### config.mk
export PLATFORM = sky130hd
export DESIGN_NAME = clk_meter
export DESIGN_NICKNAME = d
export VERILOG_FILES = /design/src/rtl/clk_meter.sv
export SDC_FILE = /design/constraint.sdc
export NUM_CORES = 1
export LEC_CHECK = 0
export CELL_PAD_IN_SITES_DETAIL_PLACEMENT = 1
export CELL_PAD_IN_SITES_GLOBAL_PLACEMENT = 2
export CORE_ASPECT_RATIO = 1.1
export CORE_UTILIZATION = 31
export CTS_CLUSTER_DIAMETER = 50
export DETAILED_ROUTE_END_ITERATION = 7
export PLACE_DENSITY_LB_ADDON = 0.1
export SYNTH_ARGS = -nofsm -noshare
export SYNTH_HDL_FRONTEND = slang
export SYNTH_SLANG_ARGS = --single-unit
### constraint.sdc
create_clock -name clk -period 2.6 [get_ports clk]
set_input_delay 0.78 -clock clk [delete_from_list [all_inputs] [get_ports clk]]
set_output_delay 0.78 -clock clk [all_outputs]
set_load 0.05 [all_outputs]
### src/rtl/clk_meter.sv
// clk_meter: measures period and high time of a slow asynchronous square wave
// in clk cycles, checks both against expected values within a tolerance, and
// reports lock and loss-of-signal.
module clk_meter #(
  parameter int unsigned CNT_W      = 16,
  parameter int unsigned EXP_PERIOD = 120,
  parameter int unsigned EXP_HIGH   = 60,
  parameter int unsigned TOL        = 0,
  parameter int unsigned LOCK_N     = 4
) (
  input  logic             clk,
  input  logic             rst,
  input  logic             sig_in,
  output logic [CNT_W-1:0] period,
  output logic [CNT_W-1:0] high_time,
  output logic             meas_valid,
  output logic             err,
  output logic             locked,
  output logic             timeout
);

  localparam int unsigned      LCK_W    = $clog2(LOCK_N + 1);
  localparam logic [CNT_W-1:0] CNT_MAX  = '1;
  localparam logic [CNT_W:0]   EXP_P_W  = (CNT_W+1)'(EXP_PERIOD);
  localparam logic [CNT_W:0]   EXP_H_W  = (CNT_W+1)'(EXP_HIGH);
  localparam logic [CNT_W:0]   TOL_W    = (CNT_W+1)'(TOL);
  localparam logic [LCK_W-1:0] LOCK_N_W = LCK_W'(LOCK_N);

  typedef enum logic [1:0] {IDLE, ARMED, RUN} state_t;

  state_t             state;
  logic               s1, s2, s3;
  logic [CNT_W-1:0]   pcnt, hcnt, hlat;
  logic [LCK_W-1:0]   good_cnt;

  logic               rise, fall, pcnt_sat, hcnt_sat;
  logic signed [CNT_W:0] per_diff, hi_diff;
  logic [CNT_W:0]     per_abs, hi_abs;
  logic               meas_bad_c;
  logic [LCK_W-1:0]   good_nxt;

  // Edge detection, saturation flags and tolerance check of the current counts
  always_comb begin
    rise       = s2 & ~s3;
    fall       = ~s2 & s3;
    pcnt_sat   = (pcnt == CNT_MAX);
    hcnt_sat   = (hcnt == CNT_MAX);
    per_diff   = $signed({1'b0, pcnt}) - $signed(EXP_P_W);
    hi_diff    = $signed({1'b0, hlat}) - $signed(EXP_H_W);
    per_abs    = per_diff[CNT_W] ? $unsigned(-per_diff) : $unsigned(per_diff);
    hi_abs     = hi_diff[CNT_W]  ? $unsigned(-hi_diff)  : $unsigned(hi_diff);
    meas_bad_c = (per_abs > TOL_W) || (hi_abs > TOL_W);
    good_nxt   = good_cnt;
    if (meas_bad_c) begin
      good_nxt = '0;
    end else if (good_cnt != LOCK_N_W) begin
      good_nxt = good_cnt + LCK_W'(1);
    end
  end

  // Synchronizer, saturating period/high counters and high-time latch
  always_ff @(posedge clk) begin
    if (rst) begin
      s1   <= 1'b0;
      s2   <= 1'b0;
      s3   <= 1'b0;
      pcnt <= '0;
      hcnt <= '0;
      hlat <= '0;
    end else begin
      s1 <= sig_in;
      s2 <= s1;
      s3 <= s2;
      if (rise) begin
        pcnt <= CNT_W'(1);
      end else if (!pcnt_sat) begin
        pcnt <= pcnt + CNT_W'(1);
      end
      if (rise) begin
        hcnt <= CNT_W'(1);
      end else if (s2 && !hcnt_sat) begin
        hcnt <= hcnt + CNT_W'(1);
      end
      if (fall) begin
        hlat <= hcnt;
      end
    end
  end

  // Measurement FSM with registered results, lock tracking and timeout
  always_ff @(posedge clk) begin
    if (rst) begin
      state      <= IDLE;
      period     <= '0;
      high_time  <= '0;
      meas_valid <= 1'b0;
      err        <= 1'b0;
      locked     <= 1'b0;
      timeout    <= 1'b0;
      good_cnt   <= '0;
    end else begin
      meas_valid <= 1'b0;
      err        <= 1'b0;
      timeout    <= 1'b0;
      case (state)
        IDLE: begin
          if (rise) begin
            state <= ARMED;
          end
        end
        ARMED, RUN: begin
          if (rise) begin
            // a rise coinciding with saturation still yields a measurement
            state      <= RUN;
            period     <= pcnt;
            high_time  <= hlat;
            meas_valid <= 1'b1;
            err        <= meas_bad_c;
            good_cnt   <= good_nxt;
            locked     <= (good_nxt == LOCK_N_W);
          end else if (pcnt_sat) begin
            state    <= IDLE;
            timeout  <= 1'b1;
            locked   <= 1'b0;
            good_cnt <= '0;
          end
        end
        default: begin
          state <= IDLE;
        end
      endcase
    end
  end

endmodule
# Yosys cells after proc, flatten, opt, wreduce, memory -nomap -nowiden
# Cells that the tools add are included.
word_totals:
  register_bits: 92
  inputBits: 3
  output_inout_bits: 36
classes:
  n_addsub: 7
  n_lt_le_gt_ge: 2
  eq_ne: 9
  muxes: 18
  bitwise: 6
  n_reduce_logical: 14
ops:
  columns: ["cell", "count"]
  rows:
  - ["$gt 17x1->1 const B", 2]
  - ["$mux 17", 2]
  - ["$neg 17->17", 2]
  - ["$add 16x1->16 const B", 2]
  - ["$eq 16x16->1 const B", 2]
  - ["$sub 16x6->17 const B", 1]
  - ["$sub 16x7->17 const B", 1]
  - ["$mux 3", 4]
  - ["$mux 1", 8]
  - ["$mux 2", 3]
  - ["$ne 3x3->1 const B", 2]
  - ["$reduce_and 2->1", 3]
  - ["$reduce_or 2->1", 3]
  - ["$reduce_or 3->1", 2]
  - ["$ne 2x2->1 const B", 2]
  - ["$not 1->1", 4]
  - ["$pmux 2 s2", 1]
  - ["$reduce_bool 2->1", 2]
  - ["$add 3x1->3 const B", 1]
  - ["$eq 3x3->1 const B", 1]
  - ["$and 1x1->1", 2]
  - ["$eq 2x1->1 const B", 1]
  - ["$eq 2x2->1 const B", 1]
  - ["$logic_not 2->1", 1]
  - ["3 further kinds", 3]

# Longest topological paths before layout
logic_depth:
  word_depth: 8
  mapped_depth: 10
  depth_no_buf: 10

# Least setup slack after synthesis
# No wires, ideal clock.
synth_path:
  kind: "register -> register"
  startpoint: "reg pcnt[8]"
  endpoint: "reg good_cnt[0]"
  setup_ns: 0.058
  arrival_ns: 2.752
  setup_slack_ns: -0.210
  stages_incl_launch_ff: 11
  n_path_buf: 2
  path_cell_list: "dfxtp_1 -> buf_6 -> or4_4 -> or4_1 -> buf_2 -> or3_1 -> o2bb2ai_2 -> nor4_4 -> nand4_2 -> nor2_1 -> mux2_2"
synth_via:
  elab_chain_len: 7
  word_cells_on_any_way: 10
  cone_classes: "add/sub (2); order compare (1); eq/ne (1); mux (3); reduce/logical (3)"
synth_rtl:
  columns: ["item", "line", "source"]
  rows:
  - ["start, declared", "33", "logic [CNT_W-1:0] pcnt, hcnt, hlat;"]
  - ["start signal, assigned", "77", "pcnt <= pcnt + CNT_W'(1);"]
  - ["$sub 16x7->17", "48", "per_diff = $signed({1'b0, pcnt}) - $signed(EXP_P_W);"]
  - ["$neg 17->17", "50", "per_abs = per_diff[CNT_W] ? $unsigned(-per_diff) : $unsigned(per_diff);"]
  - ["$mux 17", "50", null]
  - ["$gt 17x1->1", "52", "meas_bad_c = (per_abs > TOL_W) || (hi_abs > TOL_W);"]
  - ["$logic_or 1x1->1", "52", null]
  - ["$mux 3", "54", "if (meas_bad_c) begin"]
  - ["$mux 3", "112", "if (rise) begin"]
  - ["end signal, assigned", "119", "good_cnt <= good_nxt;"]
  - ["end, declared", "34", "logic [LCK_W-1:0] good_cnt;"]
# Parallel ways exist; a longest one is shown, timed or not.
# A chain may end at the register's enable or synchronous reset.

# Worst setup path after layout
layout_path:
  startpoint: "reg pcnt[7]"
  endpoint: "reg err"
layout_via:
  elab_chain_len: 5
layout_rtl:
  columns: ["item", "line", "source"]
  rows:
  - ["$sub 16x7->17 *", "48", null]
  - ["$neg 17->17", "50", null]
  - ["$mux 17 *", "50", null]
  - ["$gt 17x1->1 *", "52", null]
  - ["$logic_or 1x1->1 *", "52", null]
  - ["end signal, assigned", "118", "err <= meas_bad_c;"]
  - ["end, declared", "17", "output logic err,"]
# Mark *: on every way between the ends. The rest lies on a longest branch, timed or not.

==> flow_summary.toml <==
[power]
peakVddDrop_mv = 0.248
cellLeakagePower_nw = 2.07
totalPowerFinal_mw = 3.02
power.density_cell_area_nw_per_um2 = 524

[global_route]
grt_start_max_net_pins = 33
grt_antenna_before_repair = 0
grt_util_all_layers = 0.183
first_global_vias = 4426
first_pass_grt_wire_length_um = 22300
globalRoute.totalOverflow = 0

[critical_path]
timing.reg2reg.setup_slack_ns = 0.02
cp_arrival_ns = 2.81
timing.reg2reg.worst_path_depth = 7
worstSetupStartpointType = "register"
critPathCaptureType = "register"
reg2reg_to = "err"
worst_ep_required_time_ns = 2.84
worstReg2RegStart = "pcnt[7]"
setup.worst_path.class = "reg -> reg"
critical_path.max_fanout = 6

[cts]
cts_root_buffer = "clkbuf_16"
clkTransAtPathRegs_ns = 0.07
clock_tree.buffer_depth = 2
tritoncts = "done"
total_cts_buffers = 9
clock_latency_ns = 0.35
cts_htree_levels = 3
tritoncts_num_sinks = 92

[floorplanning]
core.rowCount = 46
die_width_um = 118
floorplan.core_area_um2 = 14500
design.die.area_um2 = 15400
starting_density_of_the_core = 0.319
chipHeight_um = 130
boundaryPins = 39

[logic_synthesis]
biggest_area_contributors_in_the_synthesized_netlist = "dfxtp_1, nand2_1, a21oi_1, xor2_1, nor2_1"
synth_async_sr_flop_share = 0
post_synth_num_cell_types = 58
synth-seq-cells = 92
synth_enable_flop_cells = 0
ys_warns = 0
synth_sequential_area_ratio = 0.398
syn_inst = 593
yosysTopAreaCellShare = 0.398
syn-cell-area_um2 = 4630
netlist.top_cell.by_area = "dfxtp_1"
avgSynthCellArea_um2 = 7.80
mappedNetlistNets = 609
ys.flop_type = "dfxtp_1"

[timing]
post-route-period-util = 0.990
hold_slack_ns = 0.443
slew_headroom = 0.595
period_needed_ns = 2.58
drv_slew = 0
clock_skew_ns = 0.00593
hold_violations = 0
setup_viol = 0
achievable-frequency_mhz = 388
worst-slew-pin-transition_ns = 0.608
unrepaired_setup_endpoints_after_global_routing = "true"

[detailed_routing]
dr_total_vias = 4272
finalWirelength_um = 13300
drt-wirelength-per-cell_um = 15.7
drt.antenna.violating_nets = 0
detailedRoute.firstPassIterationCount = 4
initialDrtViolationCount = 169
drc = 0
detail_route.vias_per_cell = 5.04

[final_layout]
stdcell_area_um2 = 5760
multiInputGateArea_um2 = 2560
layout.cells.most_common_list = "nand2_1, dfxtp_1, a21oi_1, nor2_1, buf_4"
post_route_cells_drive_above_1_share = 0.128
total_area_of_sequential_cells_um2 = 1840
layout.cells.non_filler = 848
antenna_cells_inserted = 0
final_common_cell = "nand2_1"
synthToLayoutAreaGrowth_pct = 24.5
num-nets-final = 667
n_fill_cell = 1764

[worst_hold_path]
timing.hold.worst_path_depth = 1
whs_endpoint = "s2"
hold_path_startpoint = "s1"
min_path_type = "reg -> reg"

[outcome]
status = "finished clean"

[placement]
postPlaceCellArea_um2 = 5410
place_congestion = 0.812
dp_cell_count = 831
port_buffers = 38
hpwl_um = 10100

[job]
max_cap_violations = 0
[worst max path at each step]
stage | slack [ns] | startpoint | cells past startpoint | endpoint
final | 0.02 | pcnt[7] | 7 | err
after global routing | -0.1 | pcnt[7] | 8 | good_cnt[1]
after CTS | 0.009 | pcnt[7] | 8 | good_cnt[2]
after global placement | 0.06 | pcnt[7] | 8 | good_cnt[0]
after floorplan | 0.0008 | pcnt[8] | 10 | good_cnt[0]
after detailed placement | 0.02 | pcnt[7] | 8 | good_cnt[0]
[stage by stage]
stage          worst slack (ns)  TNS [ns]   util
2_1_floorplan          0.000818         0      -
3_3_place_gp             0.0611         0  0.373
3_5_place_dp             0.0168         0  0.373
4_1_cts                 0.00923         0  0.396
5_1_grt                 -0.0969    -0.395  0.397
6_report                 0.0247         0  0.397
[registers in the layout (all words and copies together), names as in the netlist]
signal      count
hcnt           16
s1              1
high_time      16
s3              1
hlat           16
meas_valid      1
state           2
locked          1
good_cnt        3
pcnt           16
period         16
s2              1
timeout         1
err             1
[where the power goes]
part | internal (mW) | leakage, nW | switching [mW] | total (mW)
combinational | 0.0428 | 1.17 | 0.0905 | 0.133
sequential | 1.42 | 0.743 | 0.0130 | 1.43
clock | 0.898 | 0.160 | 0.553 | 1.45
total | 2.36 | 2.07 | 0.656 | 3.02
[synthesized netlist by cell type, types with 2 or more instances]
cell	instances
a21oi_1	69
a22o_1	2
a31oi_1	3
a32oi_1	2
and3_1	5
and4_1	2
buf_1	4
clkbuf_1	28
clkbuf_8	4
dfxtp_1	92
ha_1	13
inv_1	15
mux2i_1	3
nand2_1	118
nand2b_1	4
nand3_1	24
nand3b_1	6
nand4_1	11
nor2_1	53
nor2b_1	6
nor3_1	16
nor3b_1	4
nor4_1	8
nor4b_1	4
o211ai_1	3
o21ai_0	14
o311ai_0	2
o31ai_1	5
or2_2	3
or3_1	6
or4_1	3
xnor2_1	12
xor2_1	24
[area by class of cell]
class / count / area share
multi-input combinational: 447 / 0.444
sequential: 92 / 0.320
timing repair buffer: 86 / 0.128
clock buffer: 13 / 0.0452
tap: 192 / 0.0417
clock inverter: 3 / 0.0119
inverter: 15 / 0.00977
[cell families after synthesis]
logic type | after synthesis | synth area share
multiplexers | 4 | 0.00892
buffers and inverters | 54 | 0.0552
XOR/XNOR | 36 | 0.0681
AO/OA/AOI/OAI | 113 | 0.144
AND/OR/NAND/NOR | 281 | 0.291
flip-flops | 92 | 0.398
adder cells (fa/ha/maj) | 13 | 0.0352
[metal layers]
metal  global-route usage  vias up  wire length, um
met5                    0        -                0
met4               0.0819        0              231
met3               0.0275       14              200
met2                0.339       37             6920
met1                0.210     2068             5990
li1                     -     2153                -
[timing repair]
item,in CTS,in global routing
setup buffers,0,1
endpoints found under the hold margin,0,0
resized for setup,1,5
pin swaps,1,3
hold buffers,0,0
setup endpoints to repair,2,5
[critical path, stage by stage, from the launching register on]
cell and delay [ns]:
dfxtp_2 0.32, or4_4 0.55, or4_4 0.48, or3_4 0.39, o2bb2ai_2 0.14, nor4_4 0.16
nand4_2 0.18, and2_2 0.24
No activity file was read; power rests on OpenSTA's default activity.
